`src/rtl/out_port_uart_pkg.sv`:
```
// Shared types and constants for the OUT-port UART bridge.
// Also holds the bit-select helper used by the serializer.
package out_port_uart_pkg;

    typedef enum logic [1:0] {
        IDLE  = 2'd0,
        START = 2'd1,
        DATA  = 2'd2,
        STOP  = 2'd3
    } tx_state_t;

    localparam logic        UART_IDLE  = 1'b1;
    localparam int unsigned FRAME_BITS = 10;
    localparam int unsigned WORD_BITS  = 16;

    // Bit of the word currently on the line: hi_byte selects the byte, idx the bit (LSB first).
    function automatic logic word_bit(input logic [WORD_BITS-1:0] word,
                                      input logic                 hi_byte,
                                      input logic [2:0]           idx);
        logic [3:0] sel;
        sel = {hi_byte, idx};
        return word[sel];
    endfunction

endpackage

```
`src/rtl/out_port_uart_sync_fifo.sv`:
```
// Synchronous single-clock FIFO with registered full/empty/level.
// Kept generic so a future IN-port receive path can reuse it.
module sync_fifo #(
    parameter int unsigned WIDTH = 16,
    parameter int unsigned DEPTH = 8
) (
    input  logic                       clk,
    input  logic                       rst,
    input  logic                       push,
    input  logic                       pop,
    input  logic [WIDTH-1:0]           din,
    output logic [WIDTH-1:0]           dout,
    output logic                       full,
    output logic                       empty,
    output logic [$clog2(DEPTH+1)-1:0] level
);

    localparam int unsigned AW = $clog2(DEPTH);
    localparam int unsigned LW = $clog2(DEPTH+1);

    logic [WIDTH-1:0] mem [DEPTH];
    logic [AW-1:0]    wr_ptr;
    logic [AW-1:0]    rd_ptr;
    logic [LW-1:0]    level_next;
    logic             do_push;
    logic             do_pop;

    assign do_push = push && !full;
    assign do_pop  = pop && !empty;
    assign dout    = mem[rd_ptr];

    always_comb begin
        level_next = level;
        case ({do_push, do_pop})
            2'b10:   level_next = level + LW'(1);
            2'b01:   level_next = level - LW'(1);
            default: level_next = level;
        endcase
    end

    always_ff @(posedge clk) begin
        if (do_push) begin
            mem[wr_ptr] <= din;
        end
    end

    always_ff @(posedge clk) begin
        if (rst) begin
            wr_ptr <= '0;
            rd_ptr <= '0;
            level  <= '0;
            full   <= 1'b0;
            empty  <= 1'b1;
        end else begin
            // Pointers are exactly log2(DEPTH) bits, so plain increment wraps modulo DEPTH.
            if (do_push) begin
                wr_ptr <= wr_ptr + AW'(1);
            end
            if (do_pop) begin
                rd_ptr <= rd_ptr + AW'(1);
            end
            level <= level_next;
            full  <= (level_next == LW'(DEPTH));
            empty <= (level_next == '0);
        end
    end

endmodule

```
`src/rtl/out_port_uart.sv`:
```
// Serial output bridge: buffers CPU OUT words and sends each as two 8N1 frames,
// low byte first. A full FIFO drops the word and raises sticky overflow.
module out_port_uart
    import out_port_uart_pkg::*;
#(
    parameter int unsigned DEPTH        = 8,
    parameter int unsigned CLKS_PER_BIT = 16
) (
    input  logic                       clk,
    input  logic                       rst,
    input  logic                       out_we,
    input  logic [15:0]                out_data,
    input  logic                       ovf_clr,
    output logic                       tx,
    output logic                       busy,
    output logic                       empty,
    output logic                       full,
    output logic [$clog2(DEPTH+1)-1:0] level,
    output logic                       overflow
);

    localparam int unsigned BW = $clog2(CLKS_PER_BIT);

    tx_state_t      state;
    tx_state_t      state_next;
    logic [BW-1:0]  baud_cnt;
    logic [BW-1:0]  baud_next;
    logic [2:0]     bit_idx;
    logic [2:0]     bit_next;
    logic           hi_byte;
    logic           hi_next;
    logic [15:0]    word;
    logic [15:0]    word_next;
    logic           tx_next;
    logic           baud_last;
    logic           push;
    logic           pop;
    logic [15:0]    fifo_dout;

    assign push      = out_we && !full;
    assign baud_last = (baud_cnt == BW'(CLKS_PER_BIT - 1));
    assign busy      = (state != IDLE);

    sync_fifo #(
        .WIDTH (16),
        .DEPTH (DEPTH)
    ) u_fifo (
        .clk   (clk),
        .rst   (rst),
        .push  (push),
        .pop   (pop),
        .din   (out_data),
        .dout  (fifo_dout),
        .full  (full),
        .empty (empty),
        .level (level)
    );

    always_comb begin
        state_next = state;
        baud_next  = baud_cnt + BW'(1);
        bit_next   = bit_idx;
        hi_next    = hi_byte;
        word_next  = word;
        pop        = 1'b0;

        case (state)
            IDLE: begin
                baud_next = '0;
                if (!empty) begin
                    pop        = 1'b1;
                    word_next  = fifo_dout;
                    hi_next    = 1'b0;
                    state_next = START;
                end
            end
            START: begin
                if (baud_last) begin
                    baud_next  = '0;
                    bit_next   = '0;
                    state_next = DATA;
                end
            end
            DATA: begin
                if (baud_last) begin
                    baud_next = '0;
                    if (bit_idx == 3'd7) begin
                        state_next = STOP;
                    end else begin
                        bit_next = bit_idx + 3'd1;
                    end
                end
            end
            STOP: begin
                if (baud_last) begin
                    baud_next = '0;
                    if (!hi_byte) begin
                        hi_next    = 1'b1;
                        state_next = START;
                    end else begin
                        state_next = IDLE;
                    end
                end
            end
            default: begin
                state_next = IDLE;
                baud_next  = '0;
            end
        endcase

        // Line level is derived from the next state so the registered tx lines up with it.
        case (state_next)
            START:   tx_next = 1'b0;
            DATA:    tx_next = word_bit(word_next, hi_next, bit_next);
            default: tx_next = UART_IDLE;
        endcase
    end

    always_ff @(posedge clk) begin
        if (rst) begin
            state    <= IDLE;
            baud_cnt <= '0;
            bit_idx  <= '0;
            hi_byte  <= 1'b0;
            word     <= '0;
            tx       <= UART_IDLE;
            overflow <= 1'b0;
        end else begin
            state    <= state_next;
            baud_cnt <= baud_next;
            bit_idx  <= bit_next;
            hi_byte  <= hi_next;
            word     <= word_next;
            tx       <= tx_next;
            if (out_we && full) begin
                overflow <= 1'b1;
            end else if (ovf_clr) begin
                overflow <= 1'b0;
            end
        end
    end

endmodule

```
`config.mk`:
```
export PLATFORM = sky130hd
export DESIGN_NAME = out_port_uart
export DESIGN_NICKNAME = d
export VERILOG_FILES = /design/src/rtl/out_port_uart_pkg.sv /design/src/rtl/out_port_uart_sync_fifo.sv /design/src/rtl/out_port_uart.sv
export SDC_FILE = /design/constraint.sdc
export NUM_CORES = 1
export LEC_CHECK = 0
export ABC_AREA = 1
export CORE_MARGIN = 3
export CORE_UTILIZATION = 30
export DETAILED_ROUTE_END_ITERATION = 8
export HOLD_SLACK_MARGIN = 0.15
export PLACE_DENSITY_LB_ADDON = 0.2
export SLEW_MARGIN = 20
export SYNTH_ARGS = -nofsm -noshare
export SYNTH_HDL_FRONTEND = slang
export SYNTH_SLANG_ARGS = --single-unit
```
`constraint.sdc`:
```
create_clock -name clk -period 2.1 [get_ports clk]
set_clock_uncertainty 0.05 [all_clocks]
set_input_delay 0.21 -clock clk [delete_from_list [all_inputs] [get_ports clk]]
set_output_delay 0.21 -clock clk [all_outputs]
set_load 0.05 [all_outputs]
```
After elaboration in Yosys (flattened, before gate mapping)
Memory sizes are Yosys's and may differ from the RTL's. A register that Yosys moved wholly into a read port is not among the register bits.
Cells that the tools add are included.
{"block": "word_totals", "ff_bits": 40, "mem_bits_rw": 128, "inputBits": 20, "out_inout_bits": 9, "elab_cells": 71, "memories": 1}
{"memory": "u_fifo.mem", "depth": 8, "width": 16, "read_ports": 1, "rd_ports_with_merged_regs": 1, "wr": 1, "line": "out_port_uart_sync_fifo.sv:21", "source": "logic [WIDTH-1:0] mem [DEPTH];"}
{"block": "classes", "n_addsub": 6, "magnitude_cmp": 1, "eq_ne": 10, "n_mux": 30, "reduce_logical": 11}
{"op": "2-to-1 mux 16 bit", "n": 2}
{"op": "case mux 4 bit (2 select lines)", "n": 2}
{"op": "2-to-1 mux 3 bit", "n": 5}
{"op": "2-to-1 mux 1 bit", "n": 10}
{"op": "2-to-1 mux 2 bit", "n": 5}
{"op": "adder 3 x 1 -> 3 bit, second input constant", "n": 3}
{"op": "adder 4 x 1 -> 4 bit, second input constant", "n": 2}
{"op": "== test 2 bit, second input constant", "n": 4}
{"op": "== test 4 bit, second input constant", "n": 2}
{"op": "case mux 2 bit (4 select lines)", "n": 1}
{"op": "== test 2 x 1 -> 1 bit, second input constant", "n": 3}
{"op": "case mux 3 bit (2 select lines)", "n": 1}
{"op": "< comparator 4 x 5 -> 1 bit, second input constant", "n": 1}
{"op": "binary-select mux 1 bit (select 4 bit)", "n": 1}
{"op": "logical AND 1 bit", "n": 4}
{"op": "logical NOT 4 bit", "n": 1}
{"op": "2-to-1 mux 4 bit", "n": 1}
{"op": "case mux 1 bit (2 select lines)", "n": 2}
{"op": "nonzero test 2 bit", "n": 2}
{"op": "subtractor 4 x 1 -> 4 bit, second input constant", "n": 1}
{"op": "== test 3 bit, second input constant", "n": 1}
{"op": "OR reduction 3 bit", "n": 1}
{"op": "logical NOT 1 bit", "n": 2}
{"op": "logical NOT 2 bit", "n": 1}

Depth between registers and ports, before layout
Gate-level depths: netlist of the first run.
{"block": "depth", "word_depth": 7, "ltp_mapped": 15, "ltp_nobuf": 15}

Hierarchy
Synthesis of the first run repeated with hierarchy kept, for this count alone.
{"block": "hier_totals", "hier_cells": 673, "hier_area_um2": 7161.9}
{"module": "sync_fifo", "instances": 1, "cells_per_inst": 473, "area_each_um2": 5715.5, "seq_area_each_um2": 4144.0}
{"module": "out_port_uart", "instances": 1, "cells_per_inst": 200, "area_each_um2": 1446.4, "seq_area_each_um2": 560.5}

Worst setup path before layout of the first run
No wires, ideal clock.
{"block": "synth_path", "kind": "register to register", "from": "register state[0]", "to": "register u_fifo.empty", "setup_time_ps": 74, "arrival_time_ps": 2553, "t_required_ps": 1976, "slack_ps": -577, "stages_incl_launch_ff": 16, "n_path_buf": 1, "synth_period_minus_slack_ps": 2677, "path_cell_list": "dfxtp_1 -> inv_1 -> ha_1 -> inv_1 -> nor2_1 -> buf_2 -> ha_1 -> nand2_1 -> inv_1 -> nor2_1 -> ha_1 -> a21oi_1 -> xor2_1 -> mux2i_1 -> nand3_1 -> o21ai_0"}
{"block": "synth_between", "elab_chain_cells": 6, "elab_cells_between_ends": 7, "classes_between": "2 x eq/ne; 2 x mux; 3 x reduce/logical"}
{"element": "from (decl)", "line": "out_port_uart.sv:24", "source": "tx_state_t state;"}
{"element": "from (signal assigned)", "line": "out_port_uart.sv:129", "source": "state <= state_next;"}
{"element": "logical NOT 2 bit (*)", "line": "out_port_uart.sv:67", "source": "case (state)"}
{"element": "2-to-1 mux 1 bit (*)", "line": "out_port_uart.sv:67"}
{"element": "logical AND 1 bit (*)", "line": "out_port_uart_sync_fifo.sv:29", "source": "assign do_pop = pop && !empty;"}
{"element": "== test 2 x 1 -> 1 bit or == test 2 bit (tied branches)", "line": "out_port_uart_sync_fifo.sv:34", "source": "case ({do_push, do_pop})"}
{"element": "case mux 4 bit (2 select lines) (*)", "line": "out_port_uart_sync_fifo.sv:34"}
{"element": "logical NOT 4 bit (*)", "line": "out_port_uart_sync_fifo.sv:64", "source": "empty <= (level_next == '0);"}
{"element": "to (signal assigned)", "line": "out_port_uart_sync_fifo.sv:64"}
{"element": "to (decl)", "line": "out_port_uart_sync_fifo.sv:14", "source": "output logic empty,"}
Every way passes the cells marked *; elsewhere a longest branch is shown, timed or not.
A chain may end at the register's enable or synchronous reset.

Final worst setup path of the first run
Same ends and word-level chain as after synthesis.

==> qor.txt, run 1 <==
status = finished clean
clock slew at reported path FFs = 0.07 ns
nets = 817
Slew Limit Headroom = 0.6619
GRT Residual Overflow = 0
worst min path class = in -> reg
Iter 0 DRT Violations = 223
Post-synth EDFFs = 128
CTS tree = yes
Worst Hold End = overflow
Pre-antenna DRT Iters = 4
vias in the first global route = 4642
antenna violations before repair = 0
core area = 23680 sq um
CTS buffer count = 17
CTS Hold Bufs = 0
share of cells above drive strength 1 = 0.1792
flops & latches, synth = 171
Clock Latency Late Sink = 0.43 ns
routed vias/inst = 4.416
Leakage = 3.534 nW
synth top area cells = edfxtp_1 (53%), dfxtp_1 (12%), nand2_1 (10%)
startpoint types = register
RSZ-0062 raised after global routing = true
Mapped Cells = 719
Yosys top cell area share = 0.5267
Max Buffers Root-to-Sink = 2
R2R depth = 12
CP Max Fanout = 3
MaxCap Viol Count = 0
syn avg cell area = 10.15 sq um
FFs w/ async S/R, synth = 0
CP endpoint kind = register
prevailing post-synth register cell = edfxtp_1
R2R Path End = u_fifo.empty
Sinks on Clock Net = 171
commonest non-fill, non-tap cell in the layout = nand2_1
ANT cells = 0
DRC viols = 0
critical path arrival = 2.41 ns
WP data required = 2.42 ns
initial core utilization = 0.3081
Tot Pwr = 10.91 mW
number of cell rows = 56
area of the die = 26230 sq um
filler cell count = 2413
Tmin final = 2.084 ns
die width = 162.0 um
Fmax achieved = 479.8 MHz
post-synth cell types = 38
Placement Cell Area = 8335 sq um
Die Y = 162.0 um
hold path startpoint = out_we
final wirelength = 16.43 mm
DP Wirelength = 10.19 mm
final-report hold violation count = 0
GRT Util Overall = 0.1302
kind of critical path = reg -> reg
H-tree Lvls = 4
drt wl/cell = 14.71 um
CTS root buf = clkbuf_16
I/O Buffers = 28
Via Count = 4933
Final Max Tran Viols = 0
post-synthesis sequential area ratio = 0.6447
Syn. warnings = 0
DP Worst Slack = -0.2422 ns
Power Density = 1196 nW/um^2
post-route cell area = 9124 sq um
Setup-failing EPs final = 0
maximum vdd drop = 0.5596 mV
global-route wire length before repair = 25.86 mm
Tcrit/Tclk final = 0.9924
Antenna Nets Post-Route = 0
Net Count, Synth = 751
Ports = 29
Worst-Margin Slew = 0.5064 ns
Final WS setup = 0.01592 ns
Netlist Area Pre-Place = 7297 sq um
Yosys top cell by area = edfxtp_1
r2r startpoint = state[0]
synthesis-to-finish area growth = 25.03%
WHS Path Cells = 3
Worst R2R Setup Slack = 0.02 ns
largest net degree at the start of global routing = 35
most frequent cells in the layout = nand2_1 (203), edfxtp_1 (128), nand3_1 (83)
placer congestion estimate = 0.7446
-- cell type report --
| type | count | area, sq um | area share |
|---|---|---|---|
| sequential | 171 | 4708 | 0.5160 |
| clock buffer | 19 | 432.9 | 0.04745 |
| multi-input combinational | 455 | 2365 | 0.2592 |
| tap | 319 | 399.1 | 0.04375 |
| clock inverter | 13 | 132.6 | 0.01454 |
| inverter | 63 | 247.7 | 0.02715 |
| timing repair buffer | 77 | 838.3 | 0.09188 |
-- state kept, by name, summed over array words and instances (netlist names), named ones only --
register / flops
u_fifo.mem: 128
hi_byte: 1
state: 2
bit_idx: 3
u_fifo.level: 4
overflow: 1
u_fifo.empty: 1
u_fifo.full: 1
word: 16
u_fifo.rd_ptr: 3
u_fifo.wr_ptr: 3
baud_cnt: 4
tx: 1
-- metal layers --
| metal | track usage | vias to the layer above | share of wire |
|---|---|---|---|
| met5 | 0 | - | 0 |
| met4 | 0.03373 | 0 | 0.0088 |
| met3 | 0.03086 | 11 | 0.029 |
| met2 | 0.2195 | 61 | 0.49 |
| met1 | 0.1691 | 2316 | 0.48 |
| li1 | - | 2545 | - |
-- cells by family after synthesis --
group,share of synthesized area
compound gates,0.05110
xor+xnor,0.006002
fa+ha+maj,0.02058
buf+inv,0.05778
flops,0.6447
mux,0.002915
simple gates,0.2169
-- worst max-delay path by stage --
stage	startpoint	endpoint	slack [ns]	cells past startpoint
finish	state[0]	u_fifo.empty	0.02	12
global route	state[0]	u_fifo.empty	-0.15	13
CTS	state[1]	tx	0.04	15
detailed placement	out_we	u_fifo.empty	-0.24	14
global placement	out_we	u_fifo.empty	-0.22	13
floorplan	state[1]	u_fifo.empty	-0.30	14
-- cells in the mapped netlist, types with 5 or more instances --
master    number
nand2_1      204
o21ai_0       16
buf_2         14
edfxtp_1     128
clkbuf_1       5
inv_1         58
a21oi_1       26
nand3_1       98
nor2_1        62
dfxtp_1       43
ha_1          12
o21ai_1        6
buf_4          5
-- power breakdown --
group | internal (mW) | switching [mW]
sequential | 3.97 | 0.152
clock | 1.67 | 1.38
combinational | 1.50 | 2.24
-- stage by stage --
stage,instances,TNS [ns],hold WS [ns],util
after floorplan,719,-1.068,0.2589,-
after global placement,1077,-0.7637,0.3777,0.3520
after detailed placement,1077,-0.8902,0.3877,0.3520
after CTS,1111,0,0.3017,0.3776
after global routing,1117,-0.4475,0.3020,0.3852
final,1117,0,0.3131,0.3852
-- critical path, cell delays in order (launching register included) --
cell and delay (ns):
dfxtp_2 0.32, inv_2 0.07, ha_4 0.15, clkinvlp_4 0.10, nor2_4 0.19, ha_4 0.16
nor2_1 0.04, nor2_2 0.13, ha_2 0.28, mux2_2 0.26, inv_2 0.07, nand3_2 0.08
o21ai_2 0.11
-- timing repair --
item                       4_1_cts  5_1_grt
setup endpoints to repair        2        4
buffers inserted                 1        7
resized for setup                1       32
pin swaps                        1       15
gates cloned                     1        0
(Power assumes the default switching activity.)
==> run 2, diff against run 1 <==
- SKIP_LAST_GASP: unset -> 1
- clock period: 2.1 -> 1.9 ns (I/O delays scaled with it)
==> run 2 against run 1 <==
- the flow now finishes with violations (setup timing)
- first-iteration DRC count increased by 48%
- total power up 17%
- design area up 5.9%
- critical path type unchanged
- critical endpoint unchanged
- highest routed layer unchanged
==> qor.txt, run 2 (synthesis gave the netlist of run 1 again) <==
sw frac = 0.3546 (was 0.3463)
filler cell count = 2366 (was 2413)
R2R Path End = u_fifo.empty (unchanged)
r2r startpoint = state[0] (unchanged)
status = complete, but fails checks (was finished clean)
Final WS setup = -0.1294 ns (was 0.01592 ns)
global-route wire length before repair = 27.51 mm (was 25.86 mm)
Pre-antenna DRT Iters = 5 (was 4)
slowest CP cell = dfxtp_2 (unchanged)
storage element area = 4711 sq um (was 4708 sq um)
Comb power frac = 0.389 (was 0.343)
initial core utilization = 0.3081 (unchanged)
synthesis-to-finish area growth = 32.44% (was 25.03%)
final-report hold violation count = 0 (unchanged)
cell family with most CP delay = adder cells (unchanged)
Worst-Margin Slew = 0.4914 ns (was 0.5064 ns)
I/O Buffers = 28 (unchanged)
Fmax achieved = 492.8 MHz (was 479.8 MHz)
WP buf/inv = 2 (was 3)
H-tree Lvls = 4 (unchanged)
Setup-failing EPs final = 6 (was 0)
most frequent cells in the layout = nand2_1 (188), edfxtp_1 (128), nand3_1 (60) (was nand2_1 (203), edfxtp_1 (128), nand3_1 (83))
CP Max Fanout = 3 (unchanged)
WP data required = 2.22 ns (was 2.42 ns)
crit-path most repeated cell = ha_4
Max Buffers Root-to-Sink = 2 (unchanged)
vias in the first global route = 5096 (was 4642)
Largest Register = u_fifo.mem (unchanged)
placer congestion estimate = 0.7507 (was 0.7446)
CP endpoint kind = register (unchanged)
end of the critical path = u_fifo.empty (unchanged)
clock slew at reported path FFs = 0.07 ns (about the same)
area occupied by multi-input gates = 2664 sq um (was 2365 sq um)
Via Count = 5091 (was 4933)
drt wl/cell = 15.05 um (was 14.71 um)
sequential power share = 0.358 (was 0.377)
Clock Power Share = 0.252 (was 0.280)
worst min path class = in -> reg (unchanged)
Largest regs = u_fifo.mem: 128 flops, word: 16 flops (unchanged)
GRT Residual Overflow = 0 (unchanged)
nets = 841 (was 817)
Sinks on Clock Net = 171 (unchanged)
Final Max Tran Viols = 0 (unchanged)
Antenna Nets Post-Route = 0 (unchanged)
WHS Path Cells = 3 (unchanged)
Tcrit/Tclk final = 1.068 (was 0.9924)
Tmin final = 2.029 ns (was 2.084 ns)
routed vias/inst = 4.462 (was 4.416)
critical path depth = 13 (was 12)
GRT Util Overall = 0.1353 (was 0.1302)
Clock Latency Late Sink = 0.44 ns (was 0.43 ns)
largest net degree at the start of global routing = 34 (was 35)
DRC viols = 0 (unchanged)
Tot Pwr = 12.81 mW (was 10.91 mW)
MaxCap Viol Count = 0 (unchanged)
startpoint types = register (unchanged)
Iter 0 DRT Violations = 329 (was 223)
CTS buffer count = 17 (unchanged)
Worst R2R Setup Slack = -0.13 ns (was 0.02 ns)
CTS root buf = clkbuf_16 (unchanged)
CTS tree = yes (unchanged)
failing checks = setup timing
max reg flops = 128 (unchanged)
placed cell count = 1096 (was 1077)
share of cells above drive strength 1 = 0.2579 (was 0.1792)
antenna violations before repair = 0 (unchanged)
Sw Pwr = 4.541 mW (was 3.777 mW)
Internal = 8.264 mW (was 7.131 mW)
Crit. Startpoint = state[0] (unchanged)
CP cell instances = inv_2, ha_4, clkinvlp_4, nor2_4, ha_4, nor2_2, nor2_4, ha_4, a21oi_2, xor2_1, mux2i_1, nand3_2, o21ai_1 (was inv_2, ha_4, clkinvlp_4, nor2_4, ha_4, nor2_1, nor2_2, ha_2, mux2_2, inv_2, nand3_2, o21ai_2)
maximum vdd drop = 0.5645 mV (was 0.5596 mV)
Ports = 29 (unchanged)
number of cell rows = 56 (unchanged)
worst stage delay on the critical path = 0.33 ns (was 0.32 ns)
Leakage = 3.764 nW (was 3.534 nW)
R2R depth = 13 (was 12)
final wirelength = 17.17 mm (was 16.43 mm)
commonest non-fill, non-tap cell in the layout = nand2_1 (unchanged)
Die Y = 162.0 um (unchanged)
critical path arrival = 2.35 ns (was 2.41 ns)
kind of critical path = reg -> reg (unchanged)
area of the die = 26230 sq um (unchanged)
ANT cells = 0 (unchanged)
core area = 23680 sq um (unchanged)
Power Density = 1325 nW/um^2 (was 1196 nW/um^2)
Non-Filler Instances = 1141 (was 1117)
Slew Limit Headroom = 0.6714 (was 0.6619)
RSZ-0062 raised after global routing = true (unchanged)
die width = 162.0 um (unchanged)
CTS Hold Bufs = 0 (unchanged)
DP Wirelength = 10.71 mm (was 10.19 mm)
==> run 2: routing by layer <==
metal	part of all wire	track usage	routed length [um]
met5	0	0	0
met4	0.012	0.03761	213
met3	0.032	0.03060	552
met2	0.50	0.2304	8536
met1	0.46	0.1739	7872
==> run 2: power by group through the flow <==
stage | sequential (mW) | clock (mW) | combinational [mW]
2_1_floorplan | 4.80 | 0 | 2.42
3_3_place_gp | 4.63 | 0 | 4.09
3_5_place_dp | 4.63 | 0 | 4.10
4_1_cts | 4.57 | 3.31 | 4.65
5_1_grt | 4.63 | 3.46 | 5.50
6_report | 4.59 | 3.23 | 4.99
==> run 2: repair_timing <==
item	CTS	global route
buffers inserted	10	1
resized for setup	54	43
gates cloned	2	1
endpoints found under the setup margin	10	7
pin swaps	22	9
==> run 2: worst min-delay path: cells and delay by family <==
kind,cells,cell delay [ns]
buffers and inverters,1,0.42
and+or+nand+nor,1,0.07
AOI/OAI and AO/OA,1,0.05
==> run 2: final cells by class <==
cell class / instances / area share
clock buffer: 19 / 0.04480
clock inverter: 13 / 0.01100
inverter: 63 / 0.02589
multi-input combinational: 456 / 0.2756
sequential: 171 / 0.4874
tap: 319 / 0.04130
timing repair buffer: 100 / 0.1139
==> run 2: metrics by stage <==
step           cell area [sq um]  setup WS (ns)  TNS (ns)  hold WS (ns)    util
4_1_cts                     9432        -0.1674   -0.6015        0.2793  0.3982
6_report                    9664        -0.1294   -0.4823        0.2901  0.4081
3_5_place_dp                8558        -0.4451    -10.01        0.4037  0.3614
2_1_floorplan               7395        -0.5034    -2.068        0.2389       -
3_3_place_gp                8558        -0.4058    -9.994        0.3978  0.3614
5_1_grt                     9664        -0.2504    -1.234        0.3285  0.4081
==> run 2: how the worst min path moves through the flow <==
stage                            from               end  slack, ns
after floorplan           out_data[0]  u_fifo.mem[0][0]       0.24
after global placement       overflow          overflow       0.40
after detailed placement     overflow          overflow       0.40
after CTS                      out_we          overflow       0.28
after global routing           out_we          overflow       0.33
final                          out_we          overflow       0.29
==> run 3, diff against run 2 <==
- CORE_ASPECT_RATIO: unset -> 1.5
==> run 3 against run 2 <==
- the run still ends with setup timing left
- wire length shrank 2.1%
- critical path depth is the same
- sequential share of layout area up 1.6 points
- utilization decreased by 1.6 points
- first-iteration DRC count down 42%
- die area increased by 0.15%
- combinational power fell by 8.8%
- critical endpoint unchanged
==> qor.txt, run 3 (synthesis gave the netlist of run 1 again) <==
status = complete, but fails checks (unchanged)
failing checks = setup timing (unchanged)
Final Max Tran Viols = 0 (unchanged)
global-route wire length before repair = 26.90 mm (was 27.51 mm)
worst min path class = in -> reg (unchanged)
crit-path most repeated cell = ha_4 (unchanged)
Max Buffers Root-to-Sink = 2 (unchanged)
GRT Util Overall = 0.1321 (was 0.1353)
maximum vdd drop = 0.7277 mV (was 0.5645 mV)
CP endpoint kind = register (unchanged)
DRC viols = 0 (unchanged)
max reg flops = 128 (unchanged)
Sw Pwr = 4.136 mW (was 4.541 mW)
critical path arrival = 2.42 ns (was 2.35 ns)
Iter 0 DRT Violations = 191 (was 329)
clock slew at reported path FFs = 0.07 ns (about the same)
Worst-Margin Slew = 0.5013 ns (was 0.4914 ns)
final-report hold violation count = 0 (unchanged)
MaxCap Viol Count = 0 (unchanged)
most frequent cells in the layout = nand2_1 (195), edfxtp_1 (128), nand3_1 (91) (was nand2_1 (188), edfxtp_1 (128), nand3_1 (60))
initial core utilization = 0.3062 (was 0.3081)
vias in the first global route = 5110 (was 5096)
CP Max Fanout = 3 (unchanged)
largest net degree at the start of global routing = 26 (was 34)
Antenna Nets Post-Route = 0 (unchanged)
share of cells above drive strength 1 = 0.2037 (was 0.2579)
Slew Limit Headroom = 0.6652 (was 0.6714)
Via Count = 5076 (was 5091)
worst stage delay on the critical path = 0.32 ns (was 0.33 ns)
Comb power frac = 0.366 (was 0.389)
Power Density = 1329 nW/um^2 (was 1325 nW/um^2)
Leakage = 3.708 nW (was 3.764 nW)
cell family with most CP delay = simple AND/OR/NAND/NOR gates (was adder cells)
Die Y = 197.0 um (was 162.0 um)
CP cell instances = inv_2, ha_4, clkinvlp_4, nor2_4, ha_4, nor2_2, nor2_2, ha_4, a21oi_2, xor2_1, mux2i_1, nand3_2, o21ai_2 (was inv_2, ha_4, clkinvlp_4, nor2_4, ha_4, nor2_2, nor2_4, ha_4, a21oi_2, xor2_1, mux2i_1, nand3_2, o21ai_1)
number of cell rows = 69 (was 56)
CTS tree = yes (unchanged)
Sinks on Clock Net = 171 (unchanged)
DP Worst Slack = -0.4162 ns (was -0.4451 ns)
Fmax achieved = 473.9 MHz (was 492.8 MHz)
H-tree Lvls = 4 (unchanged)
WP data required = 2.21 ns (was 2.22 ns)
Setup-failing EPs final = 6 (unchanged)
WP buf/inv = 2 (unchanged)
I/O Buffers = 28 (unchanged)
Tcrit/Tclk final = 1.111 (was 1.068)
slowest CP cell = dfxtp_2 (unchanged)
sw frac = 0.3329 (was 0.3546)
area of the die = 26270 sq um (was 26230 sq um)
routed vias/inst = 4.457 (was 4.462)
GRT Residual Overflow = 0 (unchanged)
Ports = 29 (unchanged)
final wirelength = 16.81 mm (was 17.17 mm)
CTS buffer count = 17 (unchanged)
nets = 839 (was 841)
RSZ-0062 raised after global routing = true (unchanged)
Clock Power Share = 0.265 (was 0.252)
kind of critical path = reg -> reg (unchanged)
placed cell count = 1096 (unchanged)
Non-Filler Instances = 1139 (was 1141)
Internal = 8.288 mW (was 8.264 mW)
placer congestion estimate = 0.7375 (was 0.7507)
drt wl/cell = 14.76 um (was 15.05 um)
die width = 133.3 um (was 162.0 um)
antenna violations before repair = 0 (unchanged)
Largest Register = u_fifo.mem (unchanged)
CTS root buf = clkbuf_16 (unchanged)
Pre-antenna DRT Iters = 4 (was 5)
core area = 23830 sq um (was 23680 sq um)
Final WS setup = -0.2101 ns (was -0.1294 ns)
Clock Latency Late Sink = 0.42 ns (was 0.44 ns)
synthesis-to-finish area growth = 28.09% (was 32.44%)
DP Wirelength = 10.85 mm (was 10.71 mm)
commonest non-fill, non-tap cell in the layout = nand2_1 (unchanged)
sequential power share = 0.368 (was 0.358)
Largest regs = u_fifo.mem: 128 flops, word: 16 flops (unchanged)
startpoint types = register (unchanged)
ANT cells = 0 (unchanged)
Tmin final = 2.110 ns (was 2.029 ns)
## run 3: worst paths after layout
check / startpoint / end / slack (ns) / cells after the start
worst max-delay path: state[1] / u_fifo.empty / -0.21 / 13
worst min-delay path: ovf_clr / overflow / 0.36 / 4
worst max register to register: state[1] / u_fifo.empty / -0.21 / 13
worst min register to register: u_fifo.rd_ptr[2] / u_fifo.rd_ptr[2] / 0.42 / 2
## run 3: power by group through the flow
stage	registers (mW)	clock network [mW]	logic (mW)
floorplan	4.80	0	2.42
global placement	4.64	0	4.03
detailed placement	4.64	0	4.04
CTS	4.58	3.38	4.50
global route	4.62	3.52	5.07
finish	4.58	3.29	4.55
## run 3: cell type report
type	instances	area [sq um]
flip-flops and latches	171	4708
fillers	2395	14480
repair buffers	99	1045
inverters	63	247.7
well taps	319	399.1
clock inverters	7	35.03
clock buffers	25	529.3
multi-input cells	455	2382
## run 3: stage by stage
stage	util	total power [mW]	hold slack, ns	TNS, ns	instance area [sq um]
floorplan	-	7.219	0.2389	-2.068	7395
global placement	0.3576	8.671	0.4025	-10.14	8521
detailed placement	0.3576	8.677	0.4114	-9.806	8521
CTS	0.3898	12.45	0.3436	-0.9461	9289
global route	0.3923	13.20	0.3963	-1.840	9346
finish	0.3923	12.42	0.3603	-0.9675	9346
## run 3: tightest hold or removal path, stage by stage
cell and delay [ns]:
clkdlybuf4s50_1 0.40, inv_1 0.05, nand2_1 0.05, a21oi_1 0.11
## run 3: per-layer routing
layer,wire [um],GRT usage,vias up
li1,-,-,2577
met1,7084,0.1513,2429
met2,8899,0.2413,48
met3,332,0.02192,22
met4,493,0.05833,0
met5,0,0,-
## run 3: repair_timing
action / in CTS / in global routing
setup buffers: 9 / 1
resized for setup: 28 / 12
pin swaps: 11 / 7
gates cloned: 1 / 0
endpoints found under the setup margin: 11 / 9
hold buffers: 0 / 0
